--- config.mk ---
export PLATFORM = sky130hd
export DESIGN_NAME = npu_frame_packer
export DESIGN_NICKNAME = d
export VERILOG_FILES = /design/src/rtl/npu_frame_packer.sv
export SDC_FILE = /design/constraint.sdc
export NUM_CORES = 1
export LEC_CHECK = 0
export ABC_AREA = 1
export BUFFER_PORTS_ARGS = -buffer_cell sky130_fd_sc_hd__buf_2
export CORE_AREA = 2 2 152 125
export CTS_CLUSTER_DIAMETER = 40
export DETAILED_ROUTE_END_ITERATION = 8
export DIE_AREA = 0 0 154 127
export GPL_TIMING_DRIVEN = 0
export PLACE_DENSITY = 0.7
export SLEW_MARGIN = 20
export SYNTH_ARGS = -nofsm -noshare
export SYNTH_HDL_FRONTEND = slang
export SYNTH_SLANG_ARGS = --single-unit
--- constraint.sdc ---
create_clock -name clk -period 2.85 [get_ports clk]
set_clock_uncertainty 0.05 [all_clocks]
set_input_delay 0.57 -clock clk [delete_from_list [all_inputs] [get_ports clk]]
set_output_delay 0.57 -clock clk [all_outputs]
set_load 0.01 [all_outputs]
--- src/rtl/npu_frame_packer.sv ---
`default_nettype none
// ============================================================================
//  Module   : npu_frame_packer
//  Purpose  : NPU output stage. Packs interior-pixel results from a FWFT FIFO
//             into WORD_W-bit RAM words. It rebuilds the full raster frame by
//             inserting BORDER_VAL at every border position, then hands the
//             RAM read port to the host once the frame is complete.
//  Revision : 1.0 - initial release
// ============================================================================
module npu_frame_packer #(
   parameter int IMG_W      = 640,
   parameter int IMG_H      = 480,
   parameter int BORDER     = 1,
   parameter int PIX_W      = 8,
   parameter int FIFO_W     = 32,
   parameter int WORD_W     = 64,
   parameter int ADDR_W     = 16,
   parameter int BORDER_VAL = 0
) (
   input  logic              clk,
   input  logic              reset,        // asynchronous, active-low
   input  logic              frame_start,
   input  logic              fifo_empty,
   input  logic [FIFO_W-1:0] fifo_data,
   output logic              fifo_rd_en,
   input  logic [ADDR_W-1:0] rd_addr,
   output logic              ram_we,
   output logic [ADDR_W-1:0] ram_addr,
   output logic [WORD_W-1:0] ram_wdata,
   output logic              busy,
   output logic              frame_done
);

   // ------------------------------------------------------------------------
   // Derived constants
   // ------------------------------------------------------------------------
   localparam int PPW = WORD_W / PIX_W;                      // pixels per word
   localparam int XW  = (IMG_W > 1) ? $clog2(IMG_W) : 1;
   localparam int YW  = (IMG_H > 1) ? $clog2(IMG_H) : 1;
   localparam int LW  = (PPW   > 1) ? $clog2(PPW)   : 1;

   localparam logic [XW-1:0]    X_LAST    = XW'(IMG_W - 1);
   localparam logic [YW-1:0]    Y_LAST    = YW'(IMG_H - 1);
   localparam logic [LW-1:0]    LANE_LAST = LW'(PPW - 1);
   localparam logic [PIX_W-1:0] BVAL      = PIX_W'(BORDER_VAL);

   // ------------------------------------------------------------------------
   // Elaboration-time parameter sanity checks
   // ------------------------------------------------------------------------
   generate
      if ((WORD_W % PIX_W) != 0) begin : g_chk_word
         $error("npu_frame_packer: WORD_W must be a multiple of PIX_W");
      end
      if ((IMG_W % PPW) != 0) begin : g_chk_width
         $error("npu_frame_packer: IMG_W must be a multiple of WORD_W/PIX_W");
      end
      if (FIFO_W < PIX_W) begin : g_chk_fifo
         $error("npu_frame_packer: FIFO_W must be >= PIX_W");
      end
      if (2 * BORDER > IMG_W || 2 * BORDER > IMG_H) begin : g_chk_border
         $error("npu_frame_packer: BORDER too thick for the frame");
      end
   endgenerate

   // ------------------------------------------------------------------------
   // State encoding
   // ------------------------------------------------------------------------
   typedef enum logic [1:0] {
      S_IDLE  = 2'd0,
      S_FILL  = 2'd1,
      S_FLUSH = 2'd2,
      S_DONE  = 2'd3
   } state_t;

   state_t              state_q, state_d;
   logic [XW-1:0]       x_q, x_d;
   logic [YW-1:0]       y_q, y_d;
   logic [LW-1:0]       lane_q, lane_d;
   logic [ADDR_W-1:0]   waddr_q, waddr_d;
   logic [WORD_W-1:0]   pack_q, pack_d;       // word being assembled
   logic [WORD_W-1:0]   wdata_q, wdata_d;     // completed word awaiting write
   logic                wr_pend_q, wr_pend_d; // completed word is written this cycle

   logic                w_border;
   logic                w_last_px;
   logic                w_accept;
   logic [PIX_W-1:0]    w_pix;
   logic                w_unused_fifo;

   // Only the low PIX_W bits of the FIFO head carry a pixel.
   assign w_unused_fifo = ^fifo_data;

   // ------------------------------------------------------------------------
   // Border classification of the current raster position
   // ------------------------------------------------------------------------
   generate
      if (BORDER > 0) begin : g_border
         localparam logic [XW-1:0] X_LO = XW'(BORDER);
         localparam logic [XW-1:0] X_HI = XW'(IMG_W - BORDER);
         localparam logic [YW-1:0] Y_LO = YW'(BORDER);
         localparam logic [YW-1:0] Y_HI = YW'(IMG_H - BORDER);
         assign w_border = (x_q < X_LO) | (x_q >= X_HI) |
                           (y_q < Y_LO) | (y_q >= Y_HI);
      end else begin : g_no_border
         assign w_border = 1'b0;
      end
   endgenerate

   assign w_last_px = (x_q == X_LAST) && (y_q == Y_LAST);

   // Next-state logic: raster walk, lane packing and word hand-off.
   always_comb begin
      state_d    = state_q;
      x_d        = x_q;
      y_d        = y_q;
      lane_d     = lane_q;
      pack_d     = pack_q;
      wdata_d    = wdata_q;
      wr_pend_d  = 1'b0;
      waddr_d    = wr_pend_q ? (waddr_q + 1'b1) : waddr_q;
      fifo_rd_en = 1'b0;
      w_accept   = 1'b0;
      w_pix      = BVAL;

      case (state_q)
         S_IDLE, S_DONE: begin
            // A new frame restarts the raster and word address from zero;
            // queued FIFO entries are kept for it.
            if (frame_start) begin
               state_d = S_FILL;
               x_d     = '0;
               y_d     = '0;
               lane_d  = '0;
               waddr_d = '0;
               pack_d  = '0;
            end
         end

         S_FILL: begin
            if (w_border) begin
               w_accept = 1'b1;
               w_pix    = BVAL;
            end else if (!fifo_empty) begin
               fifo_rd_en = 1'b1;
               w_accept   = 1'b1;
               w_pix      = fifo_data[PIX_W-1:0];
            end

            if (w_accept) begin
               pack_d[lane_q*PIX_W +: PIX_W] = w_pix;

               // Last lane completes the word; its write goes out next cycle
               // from a separate register so packing can continue unbroken.
               if (lane_q == LANE_LAST) begin
                  lane_d    = '0;
                  wdata_d   = pack_d;
                  wr_pend_d = 1'b1;
               end else begin
                  lane_d = lane_q + 1'b1;
               end

               if (x_q == X_LAST) begin
                  x_d = '0;
                  y_d = w_last_px ? '0 : (y_q + 1'b1);
               end else begin
                  x_d = x_q + 1'b1;
               end

               if (w_last_px) begin
                  state_d = S_FLUSH;
               end
            end
         end

         S_FLUSH: begin
            // The final word is being written in this cycle.
            state_d = S_DONE;
         end

         default: begin
            state_d = S_IDLE;
         end
      endcase
   end

   // State and datapath registers; reset aborts any frame in progress.
   always_ff @(posedge clk or negedge reset) begin
      if (!reset) begin
         state_q   <= S_IDLE;
         x_q       <= '0;
         y_q       <= '0;
         lane_q    <= '0;
         waddr_q   <= '0;
         pack_q    <= '0;
         wdata_q   <= '0;
         wr_pend_q <= 1'b0;
      end else begin
         state_q   <= state_d;
         x_q       <= x_d;
         y_q       <= y_d;
         lane_q    <= lane_d;
         waddr_q   <= waddr_d;
         pack_q    <= pack_d;
         wdata_q   <= wdata_d;
         wr_pend_q <= wr_pend_d;
      end
   end

   // Output decode: RAM port belongs to the host only once the frame is done.
   always_comb begin
      ram_we     = wr_pend_q;
      ram_wdata  = wdata_q;
      busy       = (state_q == S_FILL) || (state_q == S_FLUSH);
      frame_done = (state_q == S_DONE);
      case (state_q)
         S_DONE:  ram_addr = rd_addr;
         S_IDLE:  ram_addr = '0;
         default: ram_addr = waddr_q;
      endcase
   end

endmodule
`default_nettype wire

==> results by group, run 1 <==
Worst setup path
  – Startpoint types: register
  – Worst path cell trace: inv_1, ha_1, ha_1, nor3_1, clkbuf_1, nand2_1, nand3_1, nand2_1
  – CP max-delay cell: nor3_1
  – Crit path required time: 3.12 ns
  – Crit. End Element: register
  – CP max stage delay: about 0.7 ns
  – CP Max Fanout: 10
  – WS Path Type: reg2reg
  – Worst EP arrival: 3.05 ns

CTS
  – Hold_buf cts: 0
  – CTS clk-pin slew, worst paths: 0.06 ns
  – Root Buffer: clkbuf_16
  – Cts bufs inserted: 17
  – CTS tree: yes
  – Clk sinks: 169
  – Htree depth: 4
  – Max Root-Sink Buffers: 2
  – Worst skew pair latency: roughly 0.43 ns

Synthesis
  – Syn_nets: ~1,200
  – Synthesis-stage register bit count: 169
  – Synth Cell Area: 0.00886 mm²
  – Syn Inst Count: 1,165
  – Avg Cell Area, Syn: 7.61 µm²
  – Number of warnings issued by yosys: 0
  – Most used DFF post-synth: dfrtp_1
  – Share of synthesized registers carrying an async set or reset: 100%
  – EDFF count, synth: 0
  – Register area share after synthesis: 47.7%
  – Netlist cell types: 34

Floorplan
  – Ports: 136
  – Die Wd: 154 µm
  – Die height: 127 µm
  – Die area: just under 0.02 mm²
  – Core area: 0.0179 mm²
  – Initial core utilization: 49.5%
  – Num rows: 44

Drt
  – Pre-antenna DRT Iters: 5
  – Via density: 5.22
  – WL per Instance: around 15 µm
  – Starting DRC count in detailed routing: 693
  – Via Count: 8,046
  – Detail Route Antenna Nets: 0
  – DR DRC count: 0
  – Drt total wl: 22.9 mm

Power and ir drop
  – Switch Pwr: 3.35 mW
  – Worst VDD drop: 0.574 mV
  – Sequential power share: 32.8%
  – Clock power frac: around 28%
  – Net Sw Frac: 39.1%
  – Power Density: between 800 and 900 mW/mm²
  – LEAKAGE: 5.76 nW
  – Logic pwr share: about two fifths
  – Cell internal pwr: roughly 5.2 mW
  – Total design power: roughly 8.6 mW

Status
  – Status: completed

Finish
  – # diodes: 0
  – Nets@finish: ~1,400
  – Share of cells above drive strength 1: 19.8%
  – Area grow syn2layout: 17.5%
  – Fillers: 1,604
  – FF/Latch Area: about 0.0042 mm²
  – Multi-input gate area: 0.00404 mm²
  – Layout Utilization: 58.2%

STA
  – Unrepaired setup endpoints after global routing: yes
  – Max Freq: roughly 0.36 GHz
  – # setup viols final: 0
  – Final period utilization: 97.6%
  – Setup TNS: 0 ns
  – Slew @ Worst Pin: 0.904 ns
  – Max-Slew Margin vs Limit: 39.3%
  – Final Max Tran Viols: 0
  – Post-layout min period: ~2.8 ns
  – Final hold violations: 0

Global routing
  – Total gr overflow: 0
  – Initial antenna violation count: 0
  – Total GRT Usage: 24.7%
  – Largest net degree at the start of global routing: 98
  – First-pass GRT wire length: 38.5 mm
  – Vias in the first global route: 7,727

Placement
  – RePlAce Congestion: ~0.89
  – Detailed Place HPWL: 16.4 mm
  – PortBufs: 111

Hold path
  – HP Class: in2async

Flow run
  – MaxCap Viol Count: 0
area by class of cell:
type / count / share of cell area [%]
sequential: 169 / 40.6
multi-input combinational: 871 / 38.8
timing repair buffer: 117 / 6.06
clock buffer: 23 / 4.49
buffer: 56 / 3.41
tap: 230 / 2.76
inverter: 68 / 2.49
clock inverter: 7 / 1.36
layout by cell type, fill, tap and decap left out, types with 2 or more instances in the layout:
| master | n |
|---|---|
| nand2_1 | 454 |
| o21ai_0 | 31 |
| bufinv_16 | 4 |
| a21oi_1 | 20 |
| clkbuf_1 | 17 |
| nand3_2 | 3 |
| nor4_1 | 2 |
| nor2_4 | 3 |
| or2_2 | 46 |
| nor2_1 | 69 |
| clkinvlp_4 | 2 |
| buf_4 | 16 |
| nor2_2 | 2 |
| clkbuf_8 | 2 |
| nand2_2 | 7 |
| buf_2 | 128 |
| clkinv_1 | 2 |
| nand4_1 | 5 |
| buf_8 | 3 |
| inv_1 | 61 |
| nand3_1 | 167 |
| dfrtp_1 | 169 |
| ha_1 | 13 |
| xor2_1 | 14 |
| clkbuf_16 | 17 |
| nand2_4 | 2 |
| inv_2 | 4 |
| nor3b_1 | 2 |
| nor3_1 | 21 |
| buf_6 | 7 |
| clkbuf_2 | 5 |
cells in the mapped netlist (2+ instances only):
cell | count | area, µm²
a21oi_1 | 20 | 100
nand2_4 | 2 | 22.5
nand3_2 | 3 | 30.0
o21ai_0 | 31 | 155
inv_2 | 4 | 15.0
nor2_1 | 69 | 259
nand2_2 | 7 | 43.8
xor2_1 | 14 | 123
nand2_1 | 454 | 1700
buf_6 | 7 | 78.8
ha_1 | 14 | 175
nor3b_1 | 2 | 15.0
dfrtp_1 | 169 | 4230
nor2_2 | 2 | 12.5
inv_1 | 62 | 233
nand4_1 | 5 | 31.3
buf_8 | 2 | 30.0
nor2_4 | 3 | 33.8
or2_2 | 46 | 288
buf_4 | 11 | 82.6
nor3_1 | 22 | 110
clkbuf_1 | 19 | 71.3
clkinv_1 | 2 | 7.51
buf_2 | 18 | 90.1
nor4_1 | 2 | 12.5
nand3_1 | 167 | 836
critical path: cells and delay by family (launching register included):
| family | cells | cell delay (ns) |
|---|---|---|
| fa+ha+maj | 2 | 0.57 |
| buf+inv | 2 | 0.57 |
| flops | 1 | 0.44 |
| simple gates | 4 | 1.05 |
power groups by stage:
stage | clock (mW) | combinational [mW] | sequential (mW)
floorplan | 0 | 2.30 | 2.81
global placement | 0 | 3.14 | 2.83
detailed placement | 0 | 3.20 | 2.84
CTS | 2.46 | 3.21 | 2.80
global route | 2.58 | 3.71 | 2.84
finish | 2.43 | 3.33 | 2.81
logic make-up (layout without fill, tap and decap cells):
kind of cell | Yosys count | after routing | synth area share, %
compound gates | 55 | 55 | 3.25
xor+xnor | 15 | 15 | 1.48
fa+ha+maj | 14 | 14 | 1.98
buf+inv | 125 | 271 | 6.86
flops | 169 | 169 | 47.7
simple gates | 787 | 787 | 38.7
state kept, by name, summed over array words and instances, names as in the netlist:
| name | cells |
|---|---|
| lane_q | 3 |
| pack_q | 64 |
| ram_wdata | 64 |
| ram_we | 1 |
| state_q | 2 |
| waddr_q | 16 |
| x_q | 10 |
| y_q | 9 |
layer usage:
layer	vias to the layer above	part of all wire (%)	GRT usage, %
met5	-	0	0
met2	225	44	37.6
met1	3812	49	36.2
met4	0	1.6	6.93
met3	32	5.9	4.92
li1	3977	-	-
worst paths after layout:
check | start | endpoint | slack, ns | depth (start not counted)
setup / recovery | lane_q[0] | ram_wdata[62] | 0.07 | 8
min in group clk | frame_start | waddr_q[15] | 0.31 | 2
hold / removal | reset | y_q[4] | 0.02 | 1
hold reg to reg | pack_q[17] | pack_q[17] | 0.42 | 2
max in group asynchronous | reset | ram_wdata[42] | 1.88 | 2
setup reg to reg | lane_q[0] | ram_wdata[62] | 0.07 | 8
repair_timing:
action / 4_1_cts / 5_1_grt
setup buffers: 0 / 5
endpoints found under the hold margin: 0 / 0
pin swaps: 0 / 2
gates resized for setup: 1 / 12
endpoints found under the setup margin: 1 / 74
per-stage QoR:
step / instance area, µm² / std cells / setup slack, ns / hold WS (ns)
6_report: 10400 / 1541 / 0.0679 / 0.0243
2_1_floorplan: 8860 / 1165 / 0.636 / 0.224
3_3_place_gp: 9700 / 1506 / -1.54 / 0.395
3_5_place_dp: 9740 / 1507 / 0.138 / 0.402
5_1_grt: 10400 / 1541 / -0.122 / 0.0916
4_1_cts: 10300 / 1536 / 0.0663 / 0.0657
No activity file was read; power rests on OpenSTA's default activity.
==> run 2: changes to the inputs <==
--- a/config.mk
+++ b/config.mk
@@ -12,7 +12,7 @@
 export DETAILED_ROUTE_END_ITERATION = 8
 export DIE_AREA = 0 0 154 127
 export GPL_TIMING_DRIVEN = 0
-export PLACE_DENSITY = 0.7
+export PLACE_DENSITY = 0.71
 export SLEW_MARGIN = 20
 export SYNTH_ARGS = -nofsm -noshare
 export SYNTH_HDL_FRONTEND = slang
==> run 2 against run 1 <==
Net effect: combinational power is 2% lower; count of clock-buffer cells in the layout up 3; die area unchanged; register-to-register slack worse by 0.09 ns; total power down 0.70%; final cell count is essentially flat; highest routed layer unchanged; the run now ends with negative setup slack left; critical endpoint is now ram_wdata[7]; global-route usage is 0.18 points lower; clock power barely moved; first-iteration DRC count fell by 8.1%; routed wire length is 0.74% higher.
==> results by group, run 2 (synthesized netlist as in run 1, its figures left out) <==
Placement
  – PortBufs: 111 (unchanged)
  – Detailed Place HPWL: 16.6 mm (+0.75%)
  – Placed cell area: 0.00974 mm² (unchanged)
  – Pre-CTS WS: 0.0880 ns (-0.0498 ns)
  – RePlAce Congestion: 0.865 (-2.7%)

Worst setup path
  – WS Path Type: reg2reg
  – CP max stage delay: 0.72 ns (+0.03 ns)
  – R2R Path Start: lane_q[0]
  – Crit. End Element: register
  – Crit path required time: 3.17 ns (+0.05 ns)
  – CP Max Fanout: 10 (unchanged)
  – Worst path cell trace: inv_1, ha_1, ha_1, nor3_1, clkbuf_1, nor2_1, a21oi_1, nand2_1, nand2_1
  – Worst setup startpoint: lane_q[0]
  – Worst EP arrival: 3.19 ns (+0.14 ns)
  – Startpoint types: register
  – CP max-delay cell: nor3_1

Floorplan
  – Die area: 0.0196 mm² (unchanged)
  – Initial core utilization: 49.5% (unchanged)
  – Die height: 127 µm (unchanged)
  – Ports: 136 (unchanged)
  – Die Wd: 154 µm (unchanged)
  – Core area: 0.0179 mm² (unchanged)
  – Num rows: 44 (unchanged)

CTS
  – Cts bufs inserted: 17 (unchanged)
  – Max Root-Sink Buffers: 2 (unchanged)
  – CTS clk-pin slew, worst paths: 0.06 ns (about the same)
  – CTS tree: yes
  – Htree depth: 4 (unchanged)
  – Clk sinks: 169 (unchanged)
  – Worst skew pair latency: 0.43 ns (about the same)
  – Root Buffer: clkbuf_16

STA
  – Post-layout min period: 2.87 ns (+0.0904 ns)
  – Final Max Tran Viols: 0 (unchanged)
  – Max-Slew Margin vs Limit: 43.2% (+4.0 points)
  – Worst setup margin: -0.0225 ns (-0.0904 ns)
  – Final hold violations: 0 (unchanged)
  – # setup viols final: 1 (+1)
  – Setup TNS: -0.0225 ns (-0.0225 ns)
  – Unrepaired setup endpoints after global routing: yes
  – Max Freq: 0.348 GHz (-3.1%)
  – Slew @ Worst Pin: 0.845 ns (-0.0590 ns)
  – Final period utilization: 101% (+3.2 points)

Drt
  – Pre-antenna DRT Iters: 7 (+2)
  – Drt total wl: 23.1 mm (+0.74%)
  – Starting DRC count in detailed routing: 637 (-8.1%)
  – Detail Route Antenna Nets: 0 (unchanged)
  – WL per Instance: 15.0 µm (+0.81%)
  – Via Count: 8,036 (-0.12%)
  – DR DRC count: 0 (unchanged)
  – Via density: 5.22 (about the same)

Global routing
  – Total GRT Usage: 24.5% (-0.18 points)
  – Vias in the first global route: 7,636 (-1.2%)
  – Largest net degree at the start of global routing: 99 (+1.0%)
  – Initial antenna violation count: 0 (unchanged)
  – First-pass GRT wire length: 38.3 mm (-0.47%)
  – Total gr overflow: 0 (unchanged)

Status
  – Status: finished, violations left
  – Failing checks: negative setup slack

Power and ir drop
  – Power Density: 820 mW/mm² (-0.35%)
  – Total design power: 8.51 mW (-0.70%)
  – Worst VDD drop: 0.565 mV (-1.5%)
  – LEAKAGE: 5.74 nW (-0.34%)

Finish
  – # diodes: 0 (unchanged)
  – Commonest non-fill, non-tap cell in the layout: nand2_1
  – Final Cell Area: 0.0104 mm² (-0.35%)
  – Area grow syn2layout: 17.1%
  – Fillers: 1,633 (+1.8%)
  – Layout Utilization: 58.0% (-0.20 points)
  – Most frequent cells in the layout: nand2_1 (454), dfrtp_1 (169), nand3_1 (167)
  – Share of cells above drive strength 1: 19.4% (-0.37 points)
  – Nets@finish: 1,363 (-0.22%)

Flow run
  – MaxCap Viol Count: 0 (unchanged)

Hold path
  – HP Class: in2async
-- run 2: repair_timing --
item / in CTS / in global routing
resized for setup: 3 / 8
buffers inserted: 0 / 2
hold buffers: 0 / 0
pin swaps: 0 / 2
endpoints found under the setup margin: 1 / 76
-- run 2: worst paths after layout --
| check | endpoint | slack [ns] | cells after the start |
|---|---|---|---|
| max | ram_wdata[7] | -0.02 | 9 |
| min | y_q[4] | 0.04 | 1 |
| max reg2reg | ram_wdata[7] | -0.02 | 9 |
| min reg2reg | pack_q[19] | 0.42 | 2 |
| max in group asynchronous | pack_q[40] | 1.86 | 2 |
| min in group clk | waddr_q[15] | 0.31 | 2 |
-- run 2: routing by layer --
layer  up-vias  track usage [%]  routed length, µm
li1       3961                -                  -
met1      3829             36.2              11400
met2       216             37.6              10300
met3        30             4.38               1220
met4         0             6.32                244
met5         -                0                  0
-- run 2: through the flow --
step	hold WS, ns	cells
2_1_floorplan	0.224	1165
3_3_place_gp	0.395	1506
3_5_place_dp	0.401	1507
4_1_cts	0.0713	1539
5_1_grt	0.0911	1540
6_report	0.0380	1540
-- run 2: cell type report --
cell class	instances	area, µm²	area share, %
plain buffers	56	357	3.44
repair buffers	114	608	5.86
clock buffers	26	489	4.72
inverters	68	255	2.46
well taps	230	288	2.77
multi-input cells	871	4040	38.9
clock inverters	6	111	1.07
flip-flops and latches	169	4230	40.8
-- run 2: power breakdown --
part | internal (mW) | switching, mW
Sequential | 2.65 | 0.164
Combinational | 1.03 | 2.25
Clock | 1.45 | 0.961
-- run 2: critical path: cells and delay by family, from the launching register on --
family,cells,cell delay [ns]
AND/OR/NAND/NOR,4,0.98
AO/OA/AOI/OAI,1,0.22
flip-flops,1,0.46
buffers and inverters,2,0.54
adder cells (fa/ha/maj),2,0.56
